[src/rtl/alu_pkg.sv]
// Shared definitions for the wide sequential ALU: limb width, ALUop encodings and FSM states.
package alu_pkg;

    localparam int DATA_WIDTH = 32;

    localparam logic [2:0] ALUOP_AND = 3'b000;
    localparam logic [2:0] ALUOP_OR  = 3'b001;
    localparam logic [2:0] ALUOP_ADD = 3'b010;
    localparam logic [2:0] ALUOP_SUB = 3'b110;
    localparam logic [2:0] ALUOP_SLT = 3'b111;

    typedef enum logic [1:0] {
        IDLE = 2'd0,
        RUN  = 2'd1,
        DONE = 2'd2
    } state_t;

    // SLT is evaluated as a subtract, so it shares the inverted-B / carry-in-1 path with SUB.
    function automatic logic is_sub_op(input logic [2:0] op);
        return (op == ALUOP_SUB) || (op == ALUOP_SLT);
    endfunction

endpackage

[src/rtl/alu_wide_seq_if.sv]
// Request/response bundle between the datapath sequencer (master) and the wide ALU (slave).
interface alu_wide_seq_if #(
    parameter int W = 128
);
    logic         in_valid;
    logic         in_ready;
    logic [2:0]   ALUop;
    logic [W-1:0] A;
    logic [W-1:0] B;
    logic         out_valid;
    logic         out_ready;
    logic [W-1:0] Result;
    logic         Overflow;
    logic         CarryOut;
    logic         Zero;

    modport master (
        output in_valid, ALUop, A, B, out_ready,
        input  in_ready, out_valid, Result, Overflow, CarryOut, Zero
    );

    modport slave (
        input  in_valid, ALUop, A, B, out_ready,
        output in_ready, out_valid, Result, Overflow, CarryOut, Zero
    );
endinterface

[src/rtl/alu_wide_seq_limb_addsub.sv]
// One-limb adder/subtractor; also exposes the carry into the limb MSB for overflow detection.
module limb_addsub
    import alu_pkg::*;
#(
    parameter int DW = alu_pkg::DATA_WIDTH
) (
    input  logic [DW-1:0] a,
    input  logic [DW-1:0] b,
    input  logic          cin,
    input  logic          is_sub,
    output logic [DW-1:0] sum,
    output logic          cout,
    output logic          cin_msb
);

    logic [DW-1:0] b_eff;
    logic [DW:0]   full;
    logic [DW-1:0] low;

    // The low DW-1 bits are added separately so their carry-out is the carry into the MSB.
    always_comb begin
        b_eff   = is_sub ? ~b : b;
        full    = {1'b0, a} + {1'b0, b_eff} + {{DW{1'b0}}, cin};
        low     = {1'b0, a[DW-2:0]} + {1'b0, b_eff[DW-2:0]} + {{(DW-1){1'b0}}, cin};
        sum     = full[DW-1:0];
        cout    = full[DW];
        cin_msb = low[DW-1];
    end

endmodule

[src/rtl/alu_wide_seq.sv]
// Multi-precision ALU: processes one limb per cycle LSB first, chaining carry between limbs,
// and presents Result/flags through a valid/ready handshake.
module alu_wide_seq
    import alu_pkg::*;
#(
    parameter int DATA_WIDTH = alu_pkg::DATA_WIDTH,
    parameter int LIMBS      = 4
) (
    input  logic          clk,
    input  logic          resetn,
    alu_wide_seq_if.slave bus
);

    localparam int W     = DATA_WIDTH * LIMBS;
    localparam int ACC_W = W - DATA_WIDTH;
    localparam int IDX_W = (LIMBS > 1) ? $clog2(LIMBS) : 1;

    state_t                  state;
    state_t                  state_next;
    logic [W-1:0]            a_sh;
    logic [W-1:0]            b_sh;
    logic [ACC_W-1:0]        acc;
    logic [2:0]              op_q;
    logic                    sub_q;
    logic                    carry_q;
    logic                    zacc_q;
    logic [IDX_W-1:0]        idx_q;
    logic [W-1:0]            result_q;
    logic                    ovf_q;
    logic                    cy_q;
    logic                    zero_q;

    logic [DATA_WIDTH-1:0]   sum;
    logic                    cout;
    logic                    cin_msb;
    logic [DATA_WIDTH-1:0]   limb;
    logic                    last;
    logic                    zacc_next;
    logic                    ovf;
    logic                    slt_bit;
    logic [W-1:0]            final_result;
    logic                    final_ovf;
    logic                    final_cy;
    logic                    final_zero;

    limb_addsub #(.DW(DATA_WIDTH)) u_addsub (
        .a       (a_sh[DATA_WIDTH-1:0]),
        .b       (b_sh[DATA_WIDTH-1:0]),
        .cin     (carry_q),
        .is_sub  (sub_q),
        .sum     (sum),
        .cout    (cout),
        .cin_msb (cin_msb)
    );

    always_ff @(posedge clk or negedge resetn) begin
        if (!resetn) state <= IDLE;
        else         state <= state_next;
    end

    always_comb begin
        state_next = state;
        case (state)
            IDLE:    if (bus.in_valid) state_next = RUN;
            RUN:     if (last)         state_next = DONE;
            DONE:    if (bus.out_ready) state_next = IDLE;
            default: state_next = IDLE;
        endcase
    end

    always_comb begin
        bus.in_ready  = (state == IDLE);
        bus.out_valid = (state == DONE);
        bus.Result    = result_q;
        bus.Overflow  = ovf_q;
        bus.CarryOut  = cy_q;
        bus.Zero      = zero_q;
    end

    // Current limb value and the full-word result/flags as they would stand after the top limb.
    always_comb begin
        last = (idx_q == IDX_W'(LIMBS - 1));
        case (op_q)
            ALUOP_AND:                       limb = a_sh[DATA_WIDTH-1:0] & b_sh[DATA_WIDTH-1:0];
            ALUOP_OR:                        limb = a_sh[DATA_WIDTH-1:0] | b_sh[DATA_WIDTH-1:0];
            ALUOP_ADD, ALUOP_SUB, ALUOP_SLT: limb = sum;
            default:                         limb = '0;
        endcase
        zacc_next    = zacc_q | (|limb);
        ovf          = cin_msb ^ cout;
        slt_bit      = sum[DATA_WIDTH-1] ^ ovf;
        final_result = {limb, acc};
        final_ovf    = 1'b0;
        final_cy     = 1'b0;
        final_zero   = ~zacc_next;
        case (op_q)
            ALUOP_AND, ALUOP_OR: ;
            ALUOP_ADD, ALUOP_SUB: begin
                final_ovf = ovf;
                final_cy  = cout ^ sub_q;
            end
            ALUOP_SLT: begin
                final_result = {{(W-1){1'b0}}, slt_bit};
                final_ovf    = ovf;
                final_cy     = cout ^ sub_q;
                final_zero   = ~slt_bit;
            end
            default: begin
                final_result = '0;
                final_zero   = 1'b1;
            end
        endcase
    end

    // Operands shift right a limb per cycle; finished limbs enter acc from the top so the
    // lowest limb lands at the bottom once LIMBS-1 limbs have been collected.
    always_ff @(posedge clk or negedge resetn) begin
        if (!resetn) begin
            a_sh     <= '0;
            b_sh     <= '0;
            acc      <= '0;
            op_q     <= '0;
            sub_q    <= 1'b0;
            carry_q  <= 1'b0;
            zacc_q   <= 1'b0;
            idx_q    <= '0;
            result_q <= '0;
            ovf_q    <= 1'b0;
            cy_q     <= 1'b0;
            zero_q   <= 1'b0;
        end else begin
            case (state)
                IDLE: begin
                    if (bus.in_valid) begin
                        a_sh    <= bus.A;
                        b_sh    <= bus.B;
                        op_q    <= bus.ALUop;
                        sub_q   <= is_sub_op(bus.ALUop);
                        carry_q <= is_sub_op(bus.ALUop);
                        zacc_q  <= 1'b0;
                        idx_q   <= '0;
                    end
                end
                RUN: begin
                    a_sh    <= {{DATA_WIDTH{1'b0}}, a_sh[W-1:DATA_WIDTH]};
                    b_sh    <= {{DATA_WIDTH{1'b0}}, b_sh[W-1:DATA_WIDTH]};
                    carry_q <= cout;
                    zacc_q  <= zacc_next;
                    idx_q   <= idx_q + 1'b1;
                    if (last) begin
                        result_q <= final_result;
                        ovf_q    <= final_ovf;
                        cy_q     <= final_cy;
                        zero_q   <= final_zero;
                    end else begin
                        acc <= {limb, acc[ACC_W-1:DATA_WIDTH]};
                    end
                end
                default: ;
            endcase
        end
    end

endmodule

[src/flat_wrapper.sv]
// flat-port wrapper written by rule: the top's interface ports become plain ports
module alu_wide_seq_flat import alu_pkg::*;
#(
    parameter int DATA_WIDTH = alu_pkg::DATA_WIDTH,
    parameter int LIMBS      = 4
)
  (clk, resetn, bus_in_valid, bus_ALUop, bus_A, bus_B, bus_out_ready, bus_in_ready, bus_out_valid, bus_Result, bus_Overflow, bus_CarryOut, bus_Zero);
  alu_wide_seq_if #(.W(((32) * LIMBS))) bus_i ();
  input  logic clk;
  input  logic resetn;
  input wire logic [$bits(bus_i.in_valid)-1:0] bus_in_valid;
  input wire logic [$bits(bus_i.ALUop)-1:0] bus_ALUop;
  input wire logic [$bits(bus_i.A)-1:0] bus_A;
  input wire logic [$bits(bus_i.B)-1:0] bus_B;
  input wire logic [$bits(bus_i.out_ready)-1:0] bus_out_ready;
  output wire logic [$bits(bus_i.in_ready)-1:0] bus_in_ready;
  output wire logic [$bits(bus_i.out_valid)-1:0] bus_out_valid;
  output wire logic [$bits(bus_i.Result)-1:0] bus_Result;
  output wire logic [$bits(bus_i.Overflow)-1:0] bus_Overflow;
  output wire logic [$bits(bus_i.CarryOut)-1:0] bus_CarryOut;
  output wire logic [$bits(bus_i.Zero)-1:0] bus_Zero;
  assign bus_i.in_valid = bus_in_valid;
  assign bus_i.ALUop = bus_ALUop;
  assign bus_i.A = bus_A;
  assign bus_i.B = bus_B;
  assign bus_i.out_ready = bus_out_ready;
  assign bus_in_ready = bus_i.in_ready;
  assign bus_out_valid = bus_i.out_valid;
  assign bus_Result = bus_i.Result;
  assign bus_Overflow = bus_i.Overflow;
  assign bus_CarryOut = bus_i.CarryOut;
  assign bus_Zero = bus_i.Zero;
  alu_wide_seq #(.DATA_WIDTH(DATA_WIDTH), .LIMBS(LIMBS)) u_core (.clk(clk), .resetn(resetn), .bus(bus_i));
endmodule
[config.mk]
export PLATFORM = sky130hd
export DESIGN_NAME = alu_wide_seq_flat
export DESIGN_NICKNAME = d
export VERILOG_FILES = /design/src/rtl/alu_pkg.sv /design/src/rtl/alu_wide_seq_if.sv /design/src/rtl/alu_wide_seq_limb_addsub.sv /design/src/rtl/alu_wide_seq.sv /design/src/flat_wrapper.sv
export SDC_FILE = /design/constraint.sdc
export NUM_CORES = 1
export LEC_CHECK = 0
export BUFFER_PORTS_ARGS = -buffer_cell sky130_fd_sc_hd__buf_2
export CORE_ASPECT_RATIO = 0.7
export CORE_MARGIN = 2
export CORE_UTILIZATION = 40
export CTS_BUF_LIST = sky130_fd_sc_hd__clkbuf_8
export DETAILED_ROUTE_END_ITERATION = 8
export PLACE_DENSITY = 0.68
export SETUP_SLACK_MARGIN = 0.3
export SLEW_MARGIN = 20
export SYNTH_ARGS = -nofsm -noshare
export SYNTH_HDL_FRONTEND = slang
export SYNTH_HIERARCHICAL = 1
export SYNTH_SLANG_ARGS = --single-unit
[constraint.sdc]
create_clock -name clk -period 4.23 [get_ports clk]
set_clock_uncertainty 0.15 [all_clocks]
set_input_delay 0.6345 -clock clk [delete_from_list [all_inputs] [get_ports clk]]
set_output_delay 0.6345 -clock clk [all_outputs]
set_load 0.01 [all_outputs]
==> results of run 1 <==
[where the power goes]
part	total [mW]	switching, mW	internal (mW)
Sequential	8.85	1.79	7.06
Clock	4.08	1.99	2.08
Combinational	15.1	8.73	6.38
[final timing paths]
| path | cells after the start | end | startpoint |
|---|---|---|---|
| min in group asynchronous | 2 | u_core/a_sh[104] | resetn |
| setup reg to reg | 16 | u_core/bus.Zero | u_core/sub_q |
| hold reg to reg | 2 | u_core/bus.Result[109] | u_core/bus.Result[109] |
| hold / removal | 3 | u_core/a_sh[98] | bus_A[98] |
| max in group asynchronous | 3 | u_core/acc[10] | resetn |
| setup / recovery | 16 | u_core/bus.Zero | u_core/sub_q |
[logic make-up after synthesis]
kind of cell	count (synthesis)	synth area share
buf+inv	197	0.03610
flops	493	0.5519
xor+xnor	61	0.02390
compound gates	560	0.1671
mux	66	0.03319
simple gates	882	0.1537
fa+ha+maj	66	0.03414
[final cells by class]
cell class | count | area share
inverter | 15 | 0.002024
sequential | 493 | 0.4436
timing repair buffer | 548 | 0.1242
clock inverter | 49 | 0.01107
multi-input combinational | 1635 | 0.3398
tap | 740 | 0.03329
antenna | 6 | 0.0005398
clock buffer | 92 | 0.04552
[timing repair]
item / in CTS / in global routing
cloned: 0 / 1
setup buffers: 8 / 13
hold buffers: 54 / 0
endpoints found under the setup margin: 3 / 5
resized for setup: 22 / 31
pin swaps: 6 / 24
endpoints found under the hold margin: 135 / 0
[worst min-delay path: stages]
cell and delay [ns]:
buf_2 0.08, nand2_1 0.04, o21ai_0 0.06
[state kept, by name, indices dropped and copies added (netlist names)]
signal,flops
u_core/a_sh,128
u_core/acc,96
u_core/b_sh,128
u_core/bus.CarryOut,1
u_core/bus.Overflow,1
u_core/bus.Result,128
u_core/bus.Zero,1
u_core/carry_q,1
u_core/idx_q,2
u_core/op_q,3
u_core/state,2
u_core/sub_q,1
u_core/zacc_q,1
[cells in the mapped netlist, types with 15 or more instances]
library cell and instances:
mux2_2 65, buf_2 18, a22o_1 95, clkbuf_1 148
a21oi_1 63, o21ai_0 116, a31oi_1 201, maj3_1 30
a32oi_1 32, ha_1 32, nand4_1 15, nand2_1 588
inv_1 15, dfrtp_1 493, nand3_1 15, nor2_1 243
xor2_1 46, xnor2_1 15
[placed cells by master, fill, tap and decap left out, types with 6 or more instances in the layout]
cell type and n:
a21o_1 9, a21oi_1 54, a21oi_2 9, a22o_1 95, a31oi_1 201, a32oi_1 29
buf_12 12, buf_2 394, buf_4 82, clkbuf_8 92, clkinv_2 6, dfrtp_1 492
diode_2 6, dlygate4sd3_1 54, ha_1 24, ha_2 8, inv_1 45, maj3_1 30
mux2_2 65, nand2_1 586, nand3_1 15, nand4_1 15, nor2_1 240, o21ai_0 113
o21bai_1 7, xnor2_1 14, xor2_1 44
[per-stage QoR]
step | std cells | hold WS (ns) | worst slack, ns
after floorplan | 2325 | 0.1889 | 0.3923
after global placement | 3355 | 0.3119 | 0.1898
after detailed placement | 3355 | 0.3166 | 0.08162
after CTS | 3558 | 0.0004356 | 0.2523
after global routing | 3578 | 0.001501 | 0.05275
final | 3578 | 0.04958 | 0.1581
[routing by layer]
layer	wire [um]	global-route usage	part of all wire
met3	5339	0.06727	0.076
met5	41	0	0.00059
met4	1419	0.06096	0.020
met1	31110	0.3346	0.44
met2	32060	0.3734	0.46
==> impl_metrics.ini, run 1 <==
[grt]
track_usage = 0.2412
grt_pass1_vias = 19410
grt_max_degree = 272
grt_first_pass_wirelength_um = 109200
antenna_found_initial = 10
gr-total-overflow = 0

[die]
fp-row-count = 72
start_util = 0.4048
die_h_um = 201.8
die_x_um = 286.6
ios = 396
core-area_um2 = 55220
die_area_um2 = 57820

[setup_path]
critPathBufInv = 2
critPathCaptureType = flip-flop
crit_chain = buf_6, xor2_4, ha_1, nor2b_1, o31a_1, o31ai_4, o31ai_4, buf_6, a21oi_4, a2111oi_4, a211o_1, a32oi_2, nand4_1, nor4_2, a31oi_1, o31ai_2
arrival_ns = 4.46
rrSetupSlack_ns = 0.16
critPathRequiredTime_ns = 4.62
cp_slowest_cell = dfrtp_2
critical_path_class = flip-flop to flip-flop
slowest_delay_ns = 0.48
crit_family = compound AO/OA/AOI/OAI gates
path_max_fanout = 6
start_kind = flip-flop

[timing]
fmax_mhz = 245.6
period_needed_ns = 4.072
drv_slew = 0
setup_viol = 0
finalHoldViolCount = 0
grt_setup_unrepaired = yes
setup_tns_ns = 0
tightest_slew_ns = 1.207
fin_crit_sh = 0.9626
relSlewSlack = 0.1955

[clocking]
clk_latency_ns = 0.67
numClockSinks = 493
clkTransAtPathRegs_ns = 0.06
numCtsBuffers = 79
root_buffer = clkbuf_8
cts_buffer_depth = 3
cts_tree = done
h-tree-depth = 3

[route]
drtPass1Iterations = 6
vias = 19210
via_per_inst = 5.370
dr.first_iter.drc_count = 1670
drc = 0
wire_per_inst_um = 19.56
routed_wl_um = 69970
postRouteAntennaNets = 0

[synthesis]
synthFlopType = dfrtp_1
synth_fp_nets = 2622
ys_types = 63
seq_area_frac_synth = 0.5519
synth_area_per_cell_um2 = 9.615
netlist_area_um2 = 22360
ys_ff_latch = 493
synthesis.yosys.warnings = 6
ys_async_sr_fraction = 1.000
yosysTopAreaCell = dfrtp_1
synth_top_area_share = 0.5519
synth-edff-count = 0
yosys-top-cells-area = dfrtp_1, nand2_1, a31oi_1
syn_inst = 2325

[outcome]
status = finished, final reports clean

[power_and_ir_drop]
power_density_nw_per_um2 = 1008
vdd_ir_drop_max_v = 0.0008336
power_leakage_nw = 13.11
p_total_mw = 28.03

[place]
routabilityCongestion = 0.9310
port_buffers = 395
dpl_cell_area_um2 = 25280
dp_hpwl_um = 48980

[layout]
final_util = 0.5037
syn_to_final_growth_pct = 24.42
fill_cells = 5079
drive_gt1_frac = 0.2567
fin_area_um2 = 27810
regArea_um2 = 12340
nets = 3069
multi_input_area_um2 = 9452

[job]
cap_violations = 0

[hold_path]
min_path_type = primary input to flip-flop
No activity file was read; power rests on OpenSTA's default activity.
==> run 2, diff against run 1 <==
--- a/config.mk
+++ b/config.mk
@@ -11,7 +11,6 @@
 export CORE_UTILIZATION = 40
 export CTS_BUF_LIST = sky130_fd_sc_hd__clkbuf_8
 export DETAILED_ROUTE_END_ITERATION = 8
-export PLACE_DENSITY = 0.68
 export SETUP_SLACK_MARGIN = 0.3
 export SLEW_MARGIN = 20
 export SYNTH_ARGS = -nofsm -noshare
==> run 2 against run 1 <==
Cell count down 0.42%; highest routed layer is now met4; largest power group unchanged; first-iteration DRC count fell by 9.0%; wire length is 0.63% lower; global-route usage shrank 0.076 points; largest cell class unchanged; register-to-register slack improved by 0.10 ns.
==> impl_metrics.ini, run 2 (same netlist as run 1, synthesis figures left out) <==
[layout]
syn_to_final_growth_pct = 23.92
final_util = 0.5017
drive_gt1_frac = 0.2500
nets = 3053
final_cell_mix = nand2_1, dfrtp_1, buf_2, nor2_1, a31oi_1
layout_commonest_cell = nand2_1
multi_input_area_um2 = 9387
regArea_um2 = 12340
fill_cells = 5203

[job]
cap_violations = 0

[timing]
grt_setup_unrepaired = yes
setup_tns_ns = 0
tightest_slew_ns = 0.9538
drv_slew = 0
relSlewSlack = 0.3641
finalHoldViolCount = 0
fmax_mhz = 251.8
setup_viol = 0
fin_crit_sh = 0.9387
period_needed_ns = 3.971

[setup_path]
cp_slowest_cell = dfrtp_2
arrival_ns = 4.38
slowest_delay_ns = 0.45
crit_chain = xnor2_2, fa_2, inv_1, fa_1, a21oi_2, o211ai_1, a41o_2, a211oi_2, o21bai_2, a311oi_2, a211oi_1, a32oi_1, nand4_1, nor4_2, a31oi_1, a31o_1
start_kind = flip-flop
critPathCaptureType = flip-flop
path_max_fanout = 4
critPathRequiredTime_ns = 4.64
critical_path_class = flip-flop to flip-flop

[die]
die_x_um = 286.6
ios = 396
fp-row-count = 72
die_h_um = 201.8
die_area_um2 = 57820
core-area_um2 = 55220
start_util = 0.4048

[grt]
grt_max_degree = 197
track_usage = 0.2404
gr-total-overflow = 0
antenna_found_initial = 7
grt_first_pass_wirelength_um = 108800
grt_pass1_vias = 19300

[route]
wire_per_inst_um = 19.51
wl_met3_um = 4375
routed.top_layer = met4
wl_met2_um = 32270
via_per_inst = 5.360
drtPass1Iterations = 5
drc = 0
postRouteAntennaNets = 0
vias = 19100
met1_length_um = 31250
routed_wl_um = 69530
dr.first_iter.drc_count = 1519

[place]
port_buffers = 395
dp_hpwl_um = 49020
routabilityCongestion = 0.8985

[power_and_ir_drop]
power_density_nw_per_um2 = 992.7
vdd_ir_drop_max_v = 0.0004558
power_leakage_nw = 13.07

[hold_path]
min_path_type = primary input to flip-flop

[clocking]
numCtsBuffers = 79
cts_buffer_depth = 3
clk_latency_ns = 0.67
numClockSinks = 493
root_buffer = clkbuf_8
cts_tree = done
clkTransAtPathRegs_ns = 0.07
h-tree-depth = 3

[outcome]
status = finished, final reports clean
run 2: cell types whose count changed in the layout (fill, tap and decap cells not counted), sizes merged:
cell         previous run  this run
clkinv                  9         8
diode                   6         7
inv                    50        47
clkbuf                 93        99
buf                   493       474
dlygate4sd3            54        58
bufinv                  1         2
clkinvlp                4         0
run 2: timing repair:
action                                  4_1_cts  5_1_grt
endpoints found under the hold margin       152        0
pin swaps                                     2       12
endpoints found under the setup margin        3        3
hold buffers                                 58        0
resized for setup                            12       25
buffers inserted                              2        8
gates cloned                                  0        0
run 2: worst paths after layout:
kind,depth (start not counted),startpoint,endpoint,slack [ns]
hold reg to reg,2,u_core/bus.Overflow,u_core/bus.Overflow,0.32
setup reg to reg,16,u_core/sub_q,u_core/zacc_q,0.26
hold / removal,3,bus_A[104],u_core/a_sh[104],0.05
setup / recovery,16,u_core/sub_q,u_core/zacc_q,0.26
max in group asynchronous,3,resetn,u_core/a_sh[119],2.37
min in group asynchronous,2,resetn,u_core/a_sh[69],0.42
run 2: stage by stage:
stage | std cells | cell area, um^2 | setup slack (ns) | hold WS (ns) | power, mW
finish | 3563 | 27700 | 0.2592 | 0.05208 | 27.50
CTS | 3548 | 27520 | 0.2631 | 0.0003870 | 27.16
global placement | 3347 | 25270 | 0.1604 | 0.3120 | 22.46
global route | 3563 | 27700 | 0.09950 | 0.03299 | 29.58
detailed placement | 3347 | 25270 | 0.07069 | 0.3155 | 22.62
floorplan | 2325 | 22370 | 0.3923 | 0.1889 | 17.94
run 2: layer usage:
layer / GRT usage / vias up
met3: 0.04853 / 101
met1: 0.3383 / 9533
li1: - / 8918
met5: 0 / -
met4: 0.07704 / 0
met2: 0.3736 / 544
run 2: cell type report:
class	instances	share of cell area
Antenna cell	7	0.0006323
Clock buffer	99	0.04918
Clock inverter	42	0.009259
Inverter	15	0.002032
Multi-Input combinational cell	1635	0.3388
Sequential cell	493	0.4454
Tap cell	740	0.03342
Timing Repair Buffer	532	0.1213
run 2: power by group:
part | internal (mW) | switching, mW
Sequential | 7.06 | 1.69
Combinational | 6.01 | 8.55
Clock | 2.25 | 1.95
Total | 15.3 | 12.2
run 2: critical path, delay by kind of cell, from the launching register on:
family | cells | cell delay (ns)
AO/OA/AOI/OAI | 10 | 1.96
adder cells (fa/ha/maj) | 2 | 0.68
flip-flops | 1 | 0.45
AND/OR/NAND/NOR | 2 | 0.37
XOR/XNOR | 1 | 0.19
buffers and inverters | 1 | 0.06
==> run 3, diff against run 2 <==
--- a/config.mk
+++ b/config.mk
@@ -5,6 +5,7 @@
 export SDC_FILE = /design/constraint.sdc
 export NUM_CORES = 1
 export LEC_CHECK = 0
+export ABC_AREA = 1
 export BUFFER_PORTS_ARGS = -buffer_cell sky130_fd_sc_hd__buf_2
 export CORE_ASPECT_RATIO = 0.7
 export CORE_MARGIN = 2
==> run 3 against run 2 <==
Power is 4.5% lower; non-clock buffer count is 42 lower; core utilization is 1.4 points lower; highest routed layer is now met5; design area is 5.8% higher; sequential share of layout area is 2.4 points lower; combinational power is 3% lower; sequential power is 9.4% lower; first-iteration DRC count is 18% higher; critical endpoint is now u_core/bus.Zero; die area is 8.7% higher; fmax is 5.9% higher; area after synthesis is 8.9% higher.
==> impl_metrics.ini, run 3 <==
[outcome]
status = finished, final reports clean

[route]
drtPass1Iterations = 6
postRouteAntennaNets = 0
vias = 21410
wire_per_inst_um = 17.27
dr.first_iter.drc_count = 1790
drc = 0
via_per_inst = 4.832
routed_wl_um = 76540

[synthesis]
synth-edff-count = 0
synth_fp_nets = 3445
ys_types = 33
syn_inst = 3148
netlist_area_um2 = 24340
yosysTopAreaCell = dfrtp_1
yosysMostFrequentCell = nand2_1
yosys-top-cells-count = nand2_1, o21ai_0, dfrtp_1, inv_1, nor2_1
synthesis.yosys.warnings = 6
synthFlopType = dfrtp_1
ys_async_sr_fraction = 1.000
synth_top_area_share = 0.5069
yosys-top-cells-area = dfrtp_1, nand2_1, o21ai_0
synth_area_per_cell_um2 = 7.732
ys_ff_latch = 493
seq_area_frac_synth = 0.5069

[setup_path]
worstReg2RegStart = u_core/sub_q
critPathRequiredTime_ns = 4.67
setup.worst_path.start = u_core/sub_q
r2r-end = u_core/bus.Zero
critPathCaptureType = flip-flop
start_kind = flip-flop
rrSetupSlack_ns = 0.48
arrival_ns = 4.19
endpoint = u_core/bus.Zero
reg2reg_depth = 25
critical_path_class = flip-flop to flip-flop
path_max_fanout = 8

[clocking]
numCtsBuffers = 81
numClockSinks = 493
clkTransAtPathRegs_ns = 0.07
h-tree-depth = 3
clk_latency_ns = 0.67
root_buffer = clkbuf_8
cts_buffer_depth = 3
cts_tree = done

[timing]
whs_ns = 0.05977
drv_slew = 0
period_needed_ns = 3.749
relSlewSlack = 0.3002
finalHoldViolCount = 0
grt_setup_unrepaired = no
tightest_slew_ns = 1.050
setup_viol = 0
setup_tns_ns = 0
fin_crit_sh = 0.8863
setup_ws_ns = 0.4808
fmax_mhz = 266.7

[hold_path]
hold_depth = 3
hold_start = bus_A[104]
min_path_type = primary input to flip-flop

[place]
routabilityCongestion = 0.9610
port_buffers = 395
dpl_cell_area_um2 = 27100
dp_hpwl_um = 54260
pre_cts_slack_ns = 0.2985

[die]
die_x_um = 298.8
die_area_um2 = 62870
fp-row-count = 75
start_util = 0.4053
core-area_um2 = 60060
die_h_um = 210.4
ios = 396

[layout]
fin_area_um2 = 29300
layout_commonest_cell = nand2_1
nets = 3852
regArea_um2 = 12340
drive_gt1_frac = 0.1756
final_cell_mix = nand2_1, o21ai_0, inv_1, dfrtp_1, buf_2
multi_input_area_um2 = 9545
fill_cells = 6127
syn_to_final_growth_pct = 20.39

[grt]
antenna_found_initial = 11
gr-total-overflow = 0
track_usage = 0.2440
grt_pass1_vias = 20870
grt_max_degree = 223
grt_first_pass_wirelength_um = 119300

[power_and_ir_drop]
p_total_mw = 26.25
vdd_ir_drop_max_v = 0.0009882
power_leakage_nw = 15.45
power_density_nw_per_um2 = 895.9

[job]
cap_violations = 0
## run 3: changes by cell type after synthesis, moves of 26 or more
cell | previous run | this run
a21oi_1 | 63 | 37
a22o_1 | 95 | 0
a31oi_1 | 201 | 0
a32oi_1 | 32 | 0
buf_2 | 18 | 64
clkbuf_1 | 148 | 88
inv_1 | 15 | 467
maj3_1 | 30 | 0
mux2_2 | 65 | 12
nand2_1 | 588 | 939
nand3_1 | 15 | 91
nor2_1 | 243 | 135
o21ai_0 | 116 | 654
## run 3: cells by family after synthesis
group,after synthesis,share of synthesized area
xor+xnor,50,0.01799
mux,12,0.005552
fa+ha+maj,34,0.01809
compound gates,719,0.1534
buf+inv,638,0.1038
flops,493,0.5069
simple gates,1202,0.1942
## run 3: worst max-delay path: stages (launching register included)
cell,delay (ns)
dfrtp_2,0.52
buf_6,0.20
xor2_1,0.16
ha_1,0.35
nand2_1,0.19
inv_1,0.06
nand2_1,0.06
nand2_1,0.07
inv_1,0.09
nand3_1,0.17
buf_4,0.19
nand2_1,0.11
nand3_1,0.09
nand2_1,0.07
nand2_1,0.05
nand3_1,0.09
nand2_1,0.11
nor2_1,0.21
nand2_1,0.10
nor2_1,0.20
nand2_1,0.09
nor2_1,0.10
nand2_1,0.08
nand2_1,0.07
nand2_1,0.05
nand2_1,0.05
## run 3: worst min-delay path by stage
stage / endpoint / slack [ns]
global placement: u_core/bus.Result[46] / 0.31
finish: u_core/a_sh[104] / 0.06
detailed placement: u_core/acc[3] / 0.31
floorplan: u_core/a_sh[0] / 0.19
global route: u_core/b_sh[119] / 0.002
CTS: u_core/a_sh[122] / 0.00009
## run 3: power by group
| part | switching, mW | total, mW | internal [mW] |
|---|---|---|---|
| logic | 9.58 | 14.1 | 4.48 |
| clock network | 1.98 | 4.26 | 2.28 |
| registers | 1.19 | 7.93 | 6.74 |
| total | 12.8 | 26.3 | 13.5 |
## run 3: layout make-up
| class | instances | share of cell area |
|---|---|---|
| Tap cell | 808 | 0.03450 |
| Timing Repair Buffer | 490 | 0.1011 |
| Antenna cell | 8 | 0.0006832 |
| Sequential cell | 493 | 0.4211 |
| Clock buffer | 101 | 0.04744 |
| Clock inverter | 43 | 0.008753 |
| Multi-Input combinational cell | 2017 | 0.3257 |
| Inverter | 472 | 0.06072 |
## run 3: what timing repair did
action,in CTS,in global routing
hold endpoints to repair,118,0
resized for setup,1,15
setup buffers,0,1
hold buffers,48,0
pin swaps,0,2
endpoints found under the setup margin,1,2
## run 3: per-stage QoR
step,utilization,cells
after floorplan,-,3148
after global placement,0.4512,4231
after detailed placement,0.4512,4231
after CTS,0.4866,4423
after global routing,0.4878,4430
final,0.4879,4432
## run 3: per-layer routing
metal  up-vias  wire length (um)  global-route usage
met5         -                38                   0
met4         6              1331             0.05603
met3        93              5211             0.06071
met2       573             33730              0.3762
met1     10060             36230              0.3468
li1      10680                 -                   -
